## config.mk

```make
export PLATFORM = sky130hd
export DESIGN_NAME = apb_master
export DESIGN_NICKNAME = d
export VERILOG_FILES = /design/src/rtl/apb_master.sv
export SDC_FILE = /design/constraint.sdc
export NUM_CORES = 1
export LEC_CHECK = 0
export ABC_AREA = 1
export CAP_MARGIN = 30
export CORE_MARGIN = 2
export CORE_UTILIZATION = 38
export DETAILED_ROUTE_END_ITERATION = 12
export PLACE_DENSITY = 0.68
export SYNTH_ARGS = -nofsm -noshare
export SYNTH_HDL_FRONTEND = slang
export SYNTH_SLANG_ARGS = --single-unit
```

## constraint.sdc

```tcl
create_clock -name PCLK -period 5.93 [get_ports PCLK]
set_clock_uncertainty 0.1 [all_clocks]
set_input_delay 1.186 -clock PCLK [delete_from_list [all_inputs] [get_ports PCLK]]
set_output_delay 1.186 -clock PCLK [all_outputs]
set_load 0.01 [all_outputs]
```

## src/rtl/apb_master.sv

```systemverilog
`default_nettype none
// ============================================================================
// apb_master: single-outstanding command/response to APB requester bridge
//             with optional ACCESS-phase timeout. Rev 1.0
// ============================================================================
module apb_master #(
  parameter int ADDR_WIDTH     = 4,
  parameter int DATA_WIDTH     = 16,
  parameter int TIMEOUT_CYCLES = 16
) (
  input  logic                  PCLK,
  input  logic                  PRESETn,
  input  logic                  cmd_valid,
  output logic                  cmd_ready,
  input  logic                  cmd_write,
  input  logic [ADDR_WIDTH-1:0] cmd_addr,
  input  logic [DATA_WIDTH-1:0] cmd_wdata,
  output logic                  rsp_valid,
  input  logic                  rsp_ready,
  output logic [DATA_WIDTH-1:0] rsp_rdata,
  output logic                  rsp_err,
  output logic                  rsp_timeout,
  output logic [ADDR_WIDTH-1:0] PADDR,
  output logic                  PSELx,
  output logic                  PENABLE,
  output logic                  PWRITE,
  output logic [DATA_WIDTH-1:0] PWDATA,
  input  logic                  PREADY,
  input  logic [DATA_WIDTH-1:0] PRDATA,
  input  logic                  PSLVERR
);

  typedef enum logic [1:0] {IDLE, SETUP, ACCESS, RESP} state_t;

  localparam logic [15:0] TIMEOUT_LIM = 16'(TIMEOUT_CYCLES);

  state_t      state;
  state_t      state_nxt;
  logic [15:0] wait_cnt;
  logic        timeout_hit;

  // Abort on the ACCESS cycle that would be the TIMEOUT_CYCLES-th without PREADY.
  assign timeout_hit = (TIMEOUT_CYCLES != 0) && !PREADY && ((wait_cnt + 16'd1) == TIMEOUT_LIM);

  // Gated by PRESETn so the command port is closed while reset is held.
  assign cmd_ready = PRESETn && (state == IDLE);

  always_comb begin
    state_nxt = state;
    case (state)
      IDLE:    if (cmd_valid) state_nxt = SETUP;
      SETUP:   state_nxt = ACCESS;
      ACCESS:  if (PREADY || timeout_hit) state_nxt = RESP;
      RESP:    if (rsp_ready) state_nxt = IDLE;
      default: state_nxt = IDLE;
    endcase
  end

  always_ff @(posedge PCLK or negedge PRESETn) begin
    if (!PRESETn) begin
      state       <= IDLE;
      wait_cnt    <= '0;
      PADDR       <= '0;
      PSELx       <= 1'b0;
      PENABLE     <= 1'b0;
      PWRITE      <= 1'b0;
      PWDATA      <= '0;
      rsp_valid   <= 1'b0;
      rsp_rdata   <= '0;
      rsp_err     <= 1'b0;
      rsp_timeout <= 1'b0;
    end else begin
      state   <= state_nxt;
      PSELx   <= (state_nxt == SETUP) || (state_nxt == ACCESS);
      PENABLE <= (state_nxt == ACCESS);
      case (state)
        IDLE: begin
          if (cmd_valid) begin
            PADDR    <= cmd_addr;
            PWRITE   <= cmd_write;
            PWDATA   <= cmd_write ? cmd_wdata : '0;
            wait_cnt <= '0;
          end
        end
        ACCESS: begin
          if (PREADY) begin
            rsp_valid   <= 1'b1;
            rsp_rdata   <= PWRITE ? '0 : PRDATA;
            rsp_err     <= PSLVERR;
            rsp_timeout <= 1'b0;
          end else begin
            wait_cnt <= wait_cnt + 16'd1;
            if (timeout_hit) begin
              rsp_valid   <= 1'b1;
              rsp_rdata   <= '0;
              rsp_err     <= 1'b1;
              rsp_timeout <= 1'b1;
            end
          end
        end
        RESP: begin
          if (rsp_ready) rsp_valid <= 1'b0;
        end
        default: ;
      endcase
    end
  end

endmodule
`default_nettype wire
```

======== After elaboration in Yosys (flattened, before gate mapping) ========
Index checks and enable logic that the tools add are counted.
cells by class
  add/sub/neg operators ................... 1
  equal/unequal tests ..................... 10
  multiplexer cells ....................... 17
  reduce and logical (&&, ||, !) cells .... 13
operators with widths
  cell                   number
  $mux 16                6
  $pmux 16 s2            1
  $add 16x1->16 const B  1
  $eq 16x5->1 const B    1
  $pmux 2 s4             1
  $eq 2x2->1 const B     3
  $mux 2                 3
  $ne 2x2->1 const B     3
  $reduce_and 3->1       2
  $reduce_bool 2->1      3
  $mux 1                 5
  $eq 2x1->1 const B     2
  $reduce_and 2->1       2
  $ne 3x3->1 const B     1
  $logic_and 1x1->1      2
  $logic_not 2->1        1
  $logic_or 1x1->1       2
  $pmux 1 s2             1
  $logic_not 1->1        1
word-level totals
  register bits ........................... 60
  input port bits ......................... 43
  output and inout bits ................... 43
  word-level logic and storage cells ...... 52

======== Depth between registers and ports, before layout ========
Gate-level depths: netlist (run 1).
  depth after elaboration ................. 8
  mapped depth ............................ 17
  mapped depth without buffers ............ 16

======== Least setup slack after synthesis (run 1) ========
OpenSTA, ideal clock, no wires.
  path type ............................... in2out
  start ................................... input PRESETn
  end ..................................... output cmd_ready
  arrival ................................. 1377 ps
  setup slack ............................. 3267 ps
  stages on the path ...................... 2
  path buffers ............................ 0
  cell sequence ........................... inv_1 -> nor2_1
on the way
  cells in the longest elaborated chain, start to end .. 1
RTL lines
  element            RTL line  source
  start, declared    12        input logic PRESETn,
  $logic_and 1x1->1  46        assign cmd_ready = PRESETn && (state == IDLE);
  end, declared      14        output logic cmd_ready,
Every way passes these cells.

======== Worst setup path in the final report (run 1) ========
  start ................................... input PREADY
  end ..................................... register wait_cnt[0]
on the way
  cells in the longest elaborated chain, start to end .. 2
RTL lines
  element                            RTL line  source
  start, declared                    28        input logic PREADY,
  $ne 2x2->1 (no source line)        --
  $reduce_and 3->1 (no source line)  --
  end signal, assigned               92        wait_cnt <= wait_cnt + 16'd1;
  end, declared                      39        logic [15:0] wait_cnt;
Every way passes these cells.
A chain may end at the register's enable or synchronous reset.

==> metrics.yaml, run 1 <==
floorplan:
  die_width_um: 90.2
  start_util: 0.391
  num_rows: 31
  core-area_um2: 7210
  die_height_um: 90.2
  ios: 86
  fp.dieArea_um2: 8130
yosys:
  yosys.area.top_type: "dfrtp_1"
  synth_seq_cells: 60
  ys.warnings.count: 0
  syn_area_per_cell_um2: 8.13
  synth_top_cell_area_share: 0.532
  ys_types: 23
  netlist_area_um2: 2820
  synth_seq_area_share: 0.532
  synth_nets: 392
  synthCells: 347
  synthTopCellsByArea: "dfrtp_1, nand2_1, o21ai_0"
clock_network:
  h-tree-depth: 3
  post_cts_buffers: 0
  cts_sinks: 60
  cts_tree: "built"
  cts_max_path_buffers: 2
  numCtsBuffers: 9
  path_clk_slew_ps: 70
  clock-root-buffer: "clkbuf_8"
  cts_resized: 0
  ctsHoldBuffers: 0
  clkLatencyLatePin_ps: 340
timing:
  finalCritPeriodShare: 0.599
  rsz0062_at_grt: "no"
  slew-limit-headroom: 0.342
  hold_viol: 0
  setup_tns_ps: 0
  tightestPinTransition_ps: 986
  fin_ws_ps: 2380
  setup_violations: 0
  max_freq_mhz: 281
  slew_viol_final: 0
  fin_crit_ps: 3550
finish:
  synthToLayoutAreaGrowth_pct: 41.3
  fin_cells: 534
  drive_gt1_frac: 0.0736
  n_antenna_cell: 0
  final_area_um2: 3990
  fin_nets: 475
routing:
  detail-route-antenna-nets: 0
  firstDrtPassIters: 4
  drt_iter0_drc: 106
  vias: 2531
  routed_wl_um: 6810
  post_drt_wl_per_cell_um: 12.8
  route.detailed.drc: 0
  avgViaCountPerCell: 4.74
pwr:
  peakVddDrop_mv: 0.243
  power_mw: 1.93
  p_sw_uw: 695
  pwr-share-seq: 0.371
  combPwrFrac: 0.409
  power.leakage_nw: 1.81
  internal_power_mw: 1.23
  p_sw_frac: 0.361
  p_clk_frac: 0.220
  power_density_nw_per_um2: 484
global_route:
  grt_usage: 0.178
  antenna_found_initial: 0
  grt_pass1_vias: 2501
  grt_pass1_wl_um: 11700
  grt.overflow.total: 0
  grt_max_degree: 61
placed_design:
  placed_area_um2: 3750
  dp_hpwl_um: 4840
  port_buffers: 85
  dp.cells: 518
  gp_congestion: 0.838
  pre_cts_slack_ps: 2110
setup_path:
  critical_path.top_delay_family: "buffers and inverters"
  cp.arrival_ps: 3690
  path_cells: "clkdlybuf4s50_1 -> clkinv_1 -> nand2_1 -> nand2_1 -> inv_1 -> nand2_1 -> o21ai_0"
  cp_num_buf_inv: 3
  critPathMaxFanout: 17
  crit_required_ps: 6070
  critical_path_class: "in2reg"
  slowest_stage: "clkdlybuf4s50_1"
  startpoint_type: "primary input"
  cpMostUsedCell: "nand2_1"
  crit_path_max_incr_delay_ps: 880
  end_kind: "register"
run:
  max-cap-violations: 0
status:
  status: "completed"
worst_hold_path:
  hold_path_class: "reg2reg"
cell families (layout without fill, tap and decap cells):
| logic type | after synthesis | after routing | synth area share |
|---|---|---|---|
| buf+inv | 45 | 133 | 0.0656 |
| flops | 60 | 60 | 0.532 |
| compound gates | 37 | 37 | 0.0723 |
| simple gates | 199 | 199 | 0.309 |
| xor+xnor | 4 | 4 | 0.0124 |
| fa+ha+maj | 2 | 2 | 0.00886 |
placed cells by master (no fill, tap or decap), drive strengths merged:
cell type / synthesis / layout
nor2: 24 / 24
nand4: 21 / 21
xnor2: 1 / 1
nand2: 133 / 133
xor2: 3 / 3
bufinv: 0 / 2
nand3: 20 / 20
a21oi: 1 / 1
or2: 1 / 1
buf: 3 / 3
clkdlybuf4s50: 0 / 84
ha: 2 / 2
clkbuf: 12 / 11
o22ai: 6 / 6
clkinv: 2 / 4
dfrtp: 60 / 60
o21ai: 30 / 30
inv: 28 / 29
state kept, by name (all words and copies together) (netlist names):
name / count
PADDR: 4
rsp_valid: 1
wait_cnt: 16
PWDATA: 16
rsp_timeout: 1
rsp_rdata: 16
PWRITE: 1
state: 2
PSELx: 1
PENABLE: 1
rsp_err: 1
layer usage:
metal / track usage / part of all wire / wire length [um] / vias up
met5: 0 / 0 / 0 / -
met4: 0.0500 / 0.011 / 78 / 0
met3: 0.0696 / 0.078 / 529 / 9
met2: 0.283 / 0.46 / 3160 / 73
met1: 0.228 / 0.45 / 3040 / 1164
li1: - / - / - / 1285
worst paths after layout:
check,from,to,slack [ps],cells after the start
max,PREADY,wait_cnt[0],2380,7
min,rsp_rdata[5],rsp_rdata[5],370,2
max reg2reg,state[0],wait_cnt[0],3190,6
min reg2reg,rsp_rdata[5],rsp_rdata[5],370,2
max in group asynchronous,PRESETn,wait_cnt[8],4320,2
min in group asynchronous,PRESETn,wait_cnt[14],920,2
power by group through the flow:
stage	combinational, mW	sequential (mW)	clock [mW]
after global placement	0.773	0.716	0
after detailed placement	0.799	0.717	0
final	0.789	0.716	0.424
after floorplan	0.354	0.761	0
after global routing	0.887	0.741	0.453
after CTS	0.802	0.717	0.433
worst min-delay path, cell delays in order (launching register included):
cell     delay (ps)
dfrtp_1         340
nand2_1          50
nand2_1          50
cell type report:
cell class              count  area [um^2]
repair buffers             87          881
flip-flops and latches     60         1500
clock buffers              11          151
clock inverters             5         82.6
multi-input cells         242         1140
well taps                  99          124
inverters                  30          113
fillers                   690         3230
synth_stat cells:
master	number
nand3_1	17
inv_1	27
nand2_2	2
xnor2_1	1
nor2_4	1
nor2_1	19
nand3_2	2
nand4_1	21
clkinv_1	2
or2_2	1
nand2_1	131
o21ai_0	30
clkbuf_1	12
o22ai_1	6
nor2_2	4
buf_2	1
buf_6	2
xor2_1	3
dfrtp_1	60
ha_1	2
nand3_4	1
inv_2	1
a21oi_4	1
stage by stage:
stage / utilization / hold slack, ps
6_report: 0.553 / 373
3_5_place_dp: 0.520 / 358
4_1_cts: 0.553 / 375
5_1_grt: 0.553 / 397
2_1_floorplan: - / 372
3_3_place_gp: 0.517 / 354
(Power assumes the default switching activity.)
==> inputs of run 2 (changes only) <==
PLACE_DENSITY = 0.71   (was 0.68)
clock period = 3.2 ns   (was 5.93 ns; I/O delays follow)
==> run 2 against run 1 <==
Combinational power rose by 85%. Critical path type is now reg2reg. Highest routed layer unchanged. First-iteration DRC count rose by 20%. Sequential share of layout area rose by 0.20 points.
==> metrics.yaml, run 2 (synthesized netlist as in run 1, its figures left out) <==
status:
  status: "completed"
timing:
  slew_viol_final: 0  # unchanged
  hold_viol: 0  # unchanged
  fin_crit_ps: 2610
  finalCritPeriodShare: 0.817
  tightestPinTransition_ps: 733  # -253 ps
  whs_ps: 379  # +6.52 ps
  rsz0062_at_grt: "no"
  fin_ws_ps: 587  # -1790 ps
  setup_tns_ps: 0  # unchanged
  slew-limit-headroom: 0.511  # +0.170
  setup_violations: 0  # unchanged
  max_freq_mhz: 383
finish:
  drive_gt1_frac: 0.0732  # -0.000337
  final_area_um2: 3970  # -0.53%
  fill_cells: 691  # +0.14%
  n_antenna_cell: 0  # unchanged
  fin_nets: 477  # +0.42%
  final_common_cell: "nand2_1"
  synthToLayoutAreaGrowth_pct: 40.6
  final_util: 0.550  # -0.00295
  fin_cells: 536  # +0.37%
  reg.largest.list: "PWDATA x16, rsp_rdata x16, wait_cnt x16"
  layout_common_cells: "nand2_1, clkdlybuf4s50_1, dfrtp_1"
pwr:
  pwr-share-seq: 0.375  # +0.004
  internal_power_mw: 2.26  # +83%
  p_sw_mw: 1.27  # +82%
  power_density_nw_per_um2: 889  # +84%
  p_sw_frac: 0.359  # -0.00173
  power.leakage_nw: 1.80  # -0.73%
  p_clk_frac: 0.212  # -0.008
  peakVddDrop_mv: 0.514  # +110%
  combPwrFrac: 0.414  # +0.005
  power_mw: 3.53  # +83%
global_route:
  globalRouteMet2Util: 0.269  # -0.0138
  antenna_found_initial: 0  # unchanged
  grt_usage: 0.172  # -0.00643
  grt_max_degree: 61  # unchanged
  grt_pass1_vias: 2464  # -1.5%
  grt.overflow.total: 0  # unchanged
  grt_pass1_wl_um: 11300  # -3.8%
  use_met3: 0.0528  # -0.0168
  grt-busiest-layer: "met2"
  use_met1: 0.220  # -0.00774
worst_hold_path:
  hp-start: "rsp_rdata[15]"
  hold_path_class: "reg2reg"
  hold_depth: 2  # unchanged
  hold_path_end: "rsp_rdata[15]"
clock_network:
  clkLatencyLatePin_ps: 330  # about the same
  numCtsBuffers: 9  # unchanged
  clock-root-buffer: "clkbuf_8"
  cts_max_path_buffers: 2  # unchanged
  cts_tree: "built"
  cts_sinks: 60  # unchanged
  cts_resized: 0  # unchanged
  ctsHoldBuffers: 0  # unchanged
  path_clk_slew_ps: 70  # about the same
  h-tree-depth: 3  # unchanged
  post_cts_buffers: 0  # unchanged
setup_path:
  cpMostUsedCell: "nand2_1"
  startpoint_type: "register"
  critical_path.top_delay_family: "simple AND/OR/NAND/NOR gates"
  cp.arrival_ps: 2740  # -950 ps
  reg2reg_from: "wait_cnt[0]"
  reg2reg_slack_ps: 590  # -2600 ps
  critical_path_class: "reg2reg"
  crit_path_max_incr_delay_ps: 420  # -460 ps
  end_kind: "register"
  path_cells: "ha_1 -> nand3_2 -> nor2_2 -> nand3_1 -> nand2_1 -> nand2_1 -> inv_1 -> nand2_1 -> nor2_1 -> nand2_1 -> nand2_2 -> nand2_2 -> nand3_4 -> inv_2 -> ha_1 -> inv_1"
  regToRegEndpoint: "PSELx"
  worstRegToRegCells: 16  # +10
  critPathMaxFanout: 20  # +3
  slowest_stage: "dfrtp_1"
  crit_required_ps: 3320  # -2750 ps
  cp_num_buf_inv: 3  # unchanged
routing:
  drt_iter0_drc: 127  # +20%
  post_drt_wl_per_cell_um: 12.4  # -2.6%
  route.detailed.drc: 0  # unchanged
  firstDrtPassIters: 4  # unchanged
  routed_wl_um: 6660  # -2.2%
  vias: 2519  # -0.47%
  avgViaCountPerCell: 4.70  # -0.85%
  detail-route-antenna-nets: 0  # unchanged
floorplan:
  ios: 86  # unchanged
  start_util: 0.391  # unchanged
  die_width_um: 90.2  # unchanged
  die_height_um: 90.2  # unchanged
  num_rows: 31  # unchanged
  core-area_um2: 7210  # unchanged
  fp.dieArea_um2: 8130  # unchanged
placed_design:
  port_buffers: 85  # unchanged
  dp_hpwl_um: 4790  # -1.2%
  gp_congestion: 0.896  # +6.8%
  placed_area_um2: 3750  # -0.13%
  dp.cells: 520  # +0.39%
  pre_cts_slack_ps: 543  # -1560 ps
run:
  max-cap-violations: 0  # unchanged
==> run 2: power by group through the flow <==
stage | sequential, mW | clock (mW) | combinational [mW]
global route | 1.37 | 0.804 | 1.63
finish | 1.32 | 0.747 | 1.46
floorplan | 1.41 | 0 | 0.655
global placement | 1.32 | 0 | 1.45
detailed placement | 1.32 | 0 | 1.48
CTS | 1.32 | 0.764 | 1.48
==> run 2: layer usage <==
| metal | vias up | part of all wire |
|---|---|---|
| li1 | 1284 | - |
| met2 | 79 | 0.48 |
| met1 | 1150 | 0.44 |
| met3 | 6 | 0.074 |
| met4 | 0 | 0.010 |
| met5 | - | 0 |
==> run 2: final cells by class <==
class / instances / area, um^2 / share of cell area
clock buffer: 12 / 145 / 0.0366
clock inverter: 4 / 72.6 / 0.0183
inverter: 30 / 113 / 0.0284
multi-input combinational: 242 / 1140 / 0.286
sequential: 60 / 1500 / 0.378
tap: 99 / 124 / 0.0312
timing repair buffer: 89 / 876 / 0.221
==> run 2: worst max-delay path by stage <==
stage	start	slack [ps]	cells after the start	endpoint
after floorplan	wait_cnt[0]	1050	17	PSELx
after global placement	PREADY	630	7	wait_cnt[0]
after detailed placement	PREADY	540	7	wait_cnt[12]
after CTS	wait_cnt[0]	610	16	PSELx
after global routing	wait_cnt[0]	310	16	PSELx
final	wait_cnt[0]	590	16	PSELx
==> run 2: worst register-to-register path: cells and delay by family, from the launching register on <==
kind          cells  cell delay, ps
simple gates     11            1360
fa+ha+maj         2             500
flops             1             420
buf+inv           3             140
==> inputs of run 3 (changes only) <==
PLACE_DENSITY = 0.68   (was 0.71)
clock period = 2.45 ns   (was 3.2 ns; I/O delays follow)
==> run 3 against run 2 <==
Wire length increased by 1.4%. Maximum frequency increased by 19%. Critical path depth decreased by 2. Die area unchanged. Global-route usage about the same. First-iteration DRC count decreased by 14%. Final cell count increased by 0.56%. Setup slack got worse by 330 ps. Design area decreased by 0.38%. Non-clock buffer count increased by 4. Count of clock-buffer cells in the layout decreased by 3. Total power increased by 25%. Largest cell class unchanged. Largest power group unchanged. Highest routed layer unchanged.
==> metrics.yaml, run 3 (synthesized netlist as in run 1, its figures left out) <==
status:
  status: "completed"
clock_network:
  post_cts_buffers: 0  # unchanged
  clock-root-buffer: "clkbuf_8"
  cts_tree: "built"
  numCtsBuffers: 9  # unchanged
  clkLatencyLatePin_ps: 330  # about the same
  cts_max_path_buffers: 2  # unchanged
  cts_sinks: 60  # unchanged
  path_clk_slew_ps: 70  # about the same
  h-tree-depth: 3  # unchanged
placed_design:
  placed_area_um2: 3780  # +0.80%
  dp_hpwl_um: 4920  # +2.7%
  port_buffers: 85  # unchanged
  gp_congestion: 0.815  # -9.0%
finish:
  synthToLayoutAreaGrowth_pct: 40.0
  final_common_cell: "nand2_1"
  final_area_um2: 3950  # -0.38%
  multi_input_area_um2: 1140  # +0.66%
  drive_gt1_frac: 0.0864  # +0.0131
  reg.largest.list: "PWDATA x16, rsp_rdata x16, wait_cnt x16"
  layout_common_cells: "nand2_1, clkdlybuf4s50_1, dfrtp_1"
  layout.area.seq_um2: 1500  # unchanged
  n_antenna_cell: 0  # unchanged
  fill_cells: 713  # +3.2%
  fin_nets: 481  # +0.84%
worst_hold_path:
  hold_path_class: "in2async"
global_route:
  grt.overflow.total: 0  # unchanged
  grt_pass1_vias: 2481  # +0.69%
  grt_max_degree: 61  # unchanged
  grt_pass1_wl_um: 11400  # +0.86%
  antenna_found_initial: 0  # unchanged
  grt_usage: 0.172  # about the same
routing:
  wl_met1_um: 3070  # +4.7%
  firstDrtPassIters: 4  # unchanged
  wl_met2_um: 3140  # -1.0%
  drt_iter0_drc: 109  # -14%
  route.detailed.drc: 0  # unchanged
  vias: 2554  # +1.4%
  highest_layer: "met4"
  wl_met3_um: 473  # -3.5%
  detail-route-antenna-nets: 0  # unchanged
  routed_wl_um: 6750  # +1.4%
  avgViaCountPerCell: 4.74  # +0.83%
  post_drt_wl_per_cell_um: 12.5  # +0.85%
timing:
  setup_tns_ps: 0  # unchanged
  whs_ps: 229  # -150 ps
  fin_crit_ps: 2190  # -419 ps
  rsz0062_at_grt: "no"
  finalCritPeriodShare: 0.895  # +0.0788
  setup_violations: 0  # unchanged
  slew-limit-headroom: 0.501  # -0.0102
  max_freq_mhz: 456  # +19%
  slew_viol_final: 0  # unchanged
  tightestPinTransition_ps: 749  # +15.4 ps
  hold_viol: 0  # unchanged
floorplan:
  fp.dieArea_um2: 8130  # unchanged
  ios: 86  # unchanged
  start_util: 0.391  # unchanged
  core-area_um2: 7210  # unchanged
  die_width_um: 90.2  # unchanged
  num_rows: 31  # unchanged
  die_height_um: 90.2  # unchanged
pwr:
  power_density_nw_per_um2: 1120  # +26%
  peakVddDrop_mv: 0.475  # -7.6%
  power.leakage_nw: 1.78  # -0.68%
  power_mw: 4.42  # +25%
setup_path:
  path_cells: "ha_2 -> nand2_1 -> nor2_1 -> nand3_1 -> xor2_1 -> nand2_1 -> nor2_1 -> nand2_1 -> nand2_2 -> nand2_2 -> nand3_4 -> inv_2 -> ha_1 -> inv_1"
  startpoint_type: "register"
  critical_path.top_delay_family: "simple AND/OR/NAND/NOR gates"
  critical_path_class: "reg2reg"
  crit_required_ps: 2580  # -740 ps
  end_kind: "register"
  cpMostUsedCell: "nand2_1"
  crit_path_max_incr_delay_ps: 400  # -20 ps
  cp.arrival_ps: 2320  # -420 ps
  critPathMaxFanout: 5  # -75%
  cp_num_buf_inv: 2  # -1
  slowest_stage: "dfrtp_1"
run:
  max-cap-violations: 0  # unchanged
## run 3: cell types whose count changed in the layout (fill, tap and decap cells not counted)
cell	before	now
ha_1	2	1
bufinv_16	2	0
clkinv_2	1	2
clkbuf_8	10	9
nor2_2	4	3
buf_4	4	8
ha_2	0	1
nor2_4	1	2
clkbuf_1	2	0
inv_6	0	1
clkinvlp_4	1	3
## run 3: layer usage
| metal | global-route usage | up-vias |
|---|---|---|
| li1 | - | 1295 |
| met1 | 0.223 | 1189 |
| met2 | 0.273 | 64 |
| met3 | 0.0570 | 6 |
| met4 | 0.0538 | 0 |
| met5 | 0 | - |
## run 3: worst reg2reg max path: stages (launching register included)
cell     delay, ps
dfrtp_1        400
ha_2           230
nand2_1         70
nor2_1         170
nand3_1        120
xor2_1         170
nand2_1         70
nor2_1         120
nand2_1         80
nand2_2         90
nand2_2         80
nand3_4         80
inv_2           30
ha_1           260
inv_1           30
## run 3: stage by stage
step,util,instances,setup slack [ps]
5_1_grt,0.548,539,23.9
4_1_cts,0.547,539,199
6_report,0.548,539,256
3_5_place_dp,0.524,524,200
2_1_floorplan,-,347,295
3_3_place_gp,0.524,524,275
## run 3: final timing paths
path / startpoint / to / slack [ps] / cells after the start
worst max-delay path: wait_cnt[0] / PSELx / 260 / 14
worst max register to register: wait_cnt[0] / PSELx / 260 / 14
max in group asynchronous: PRESETn / rsp_rdata[3] / 1510 / 2
worst min register to register: rsp_rdata[1] / rsp_rdata[1] / 370 / 2
min in group PCLK: rsp_rdata[1] / rsp_rdata[1] / 370 / 2
worst min-delay path: PRESETn / wait_cnt[10] / 230 / 2
## run 3: what timing repair did
| item | 4_1_cts | 5_1_grt |
|---|---|---|
| setup endpoints to repair | 0 | 13 |
| resized for setup | 0 | 2 |
| hold buffers | 0 | 0 |
## run 3: power breakdown
group          switching, mW  internal [mW]
combinational          0.988          0.952
clock                  0.393          0.360
sequential             0.298           1.43
## run 3: final cells by class
cell class | instances | area share
well taps | 99 | 0.0313
inverters | 30 | 0.0285
clock inverters | 6 | 0.0104
repair buffers | 93 | 0.229
flip-flops and latches | 60 | 0.380
multi-input cells | 242 | 0.289
clock buffers | 9 | 0.0313
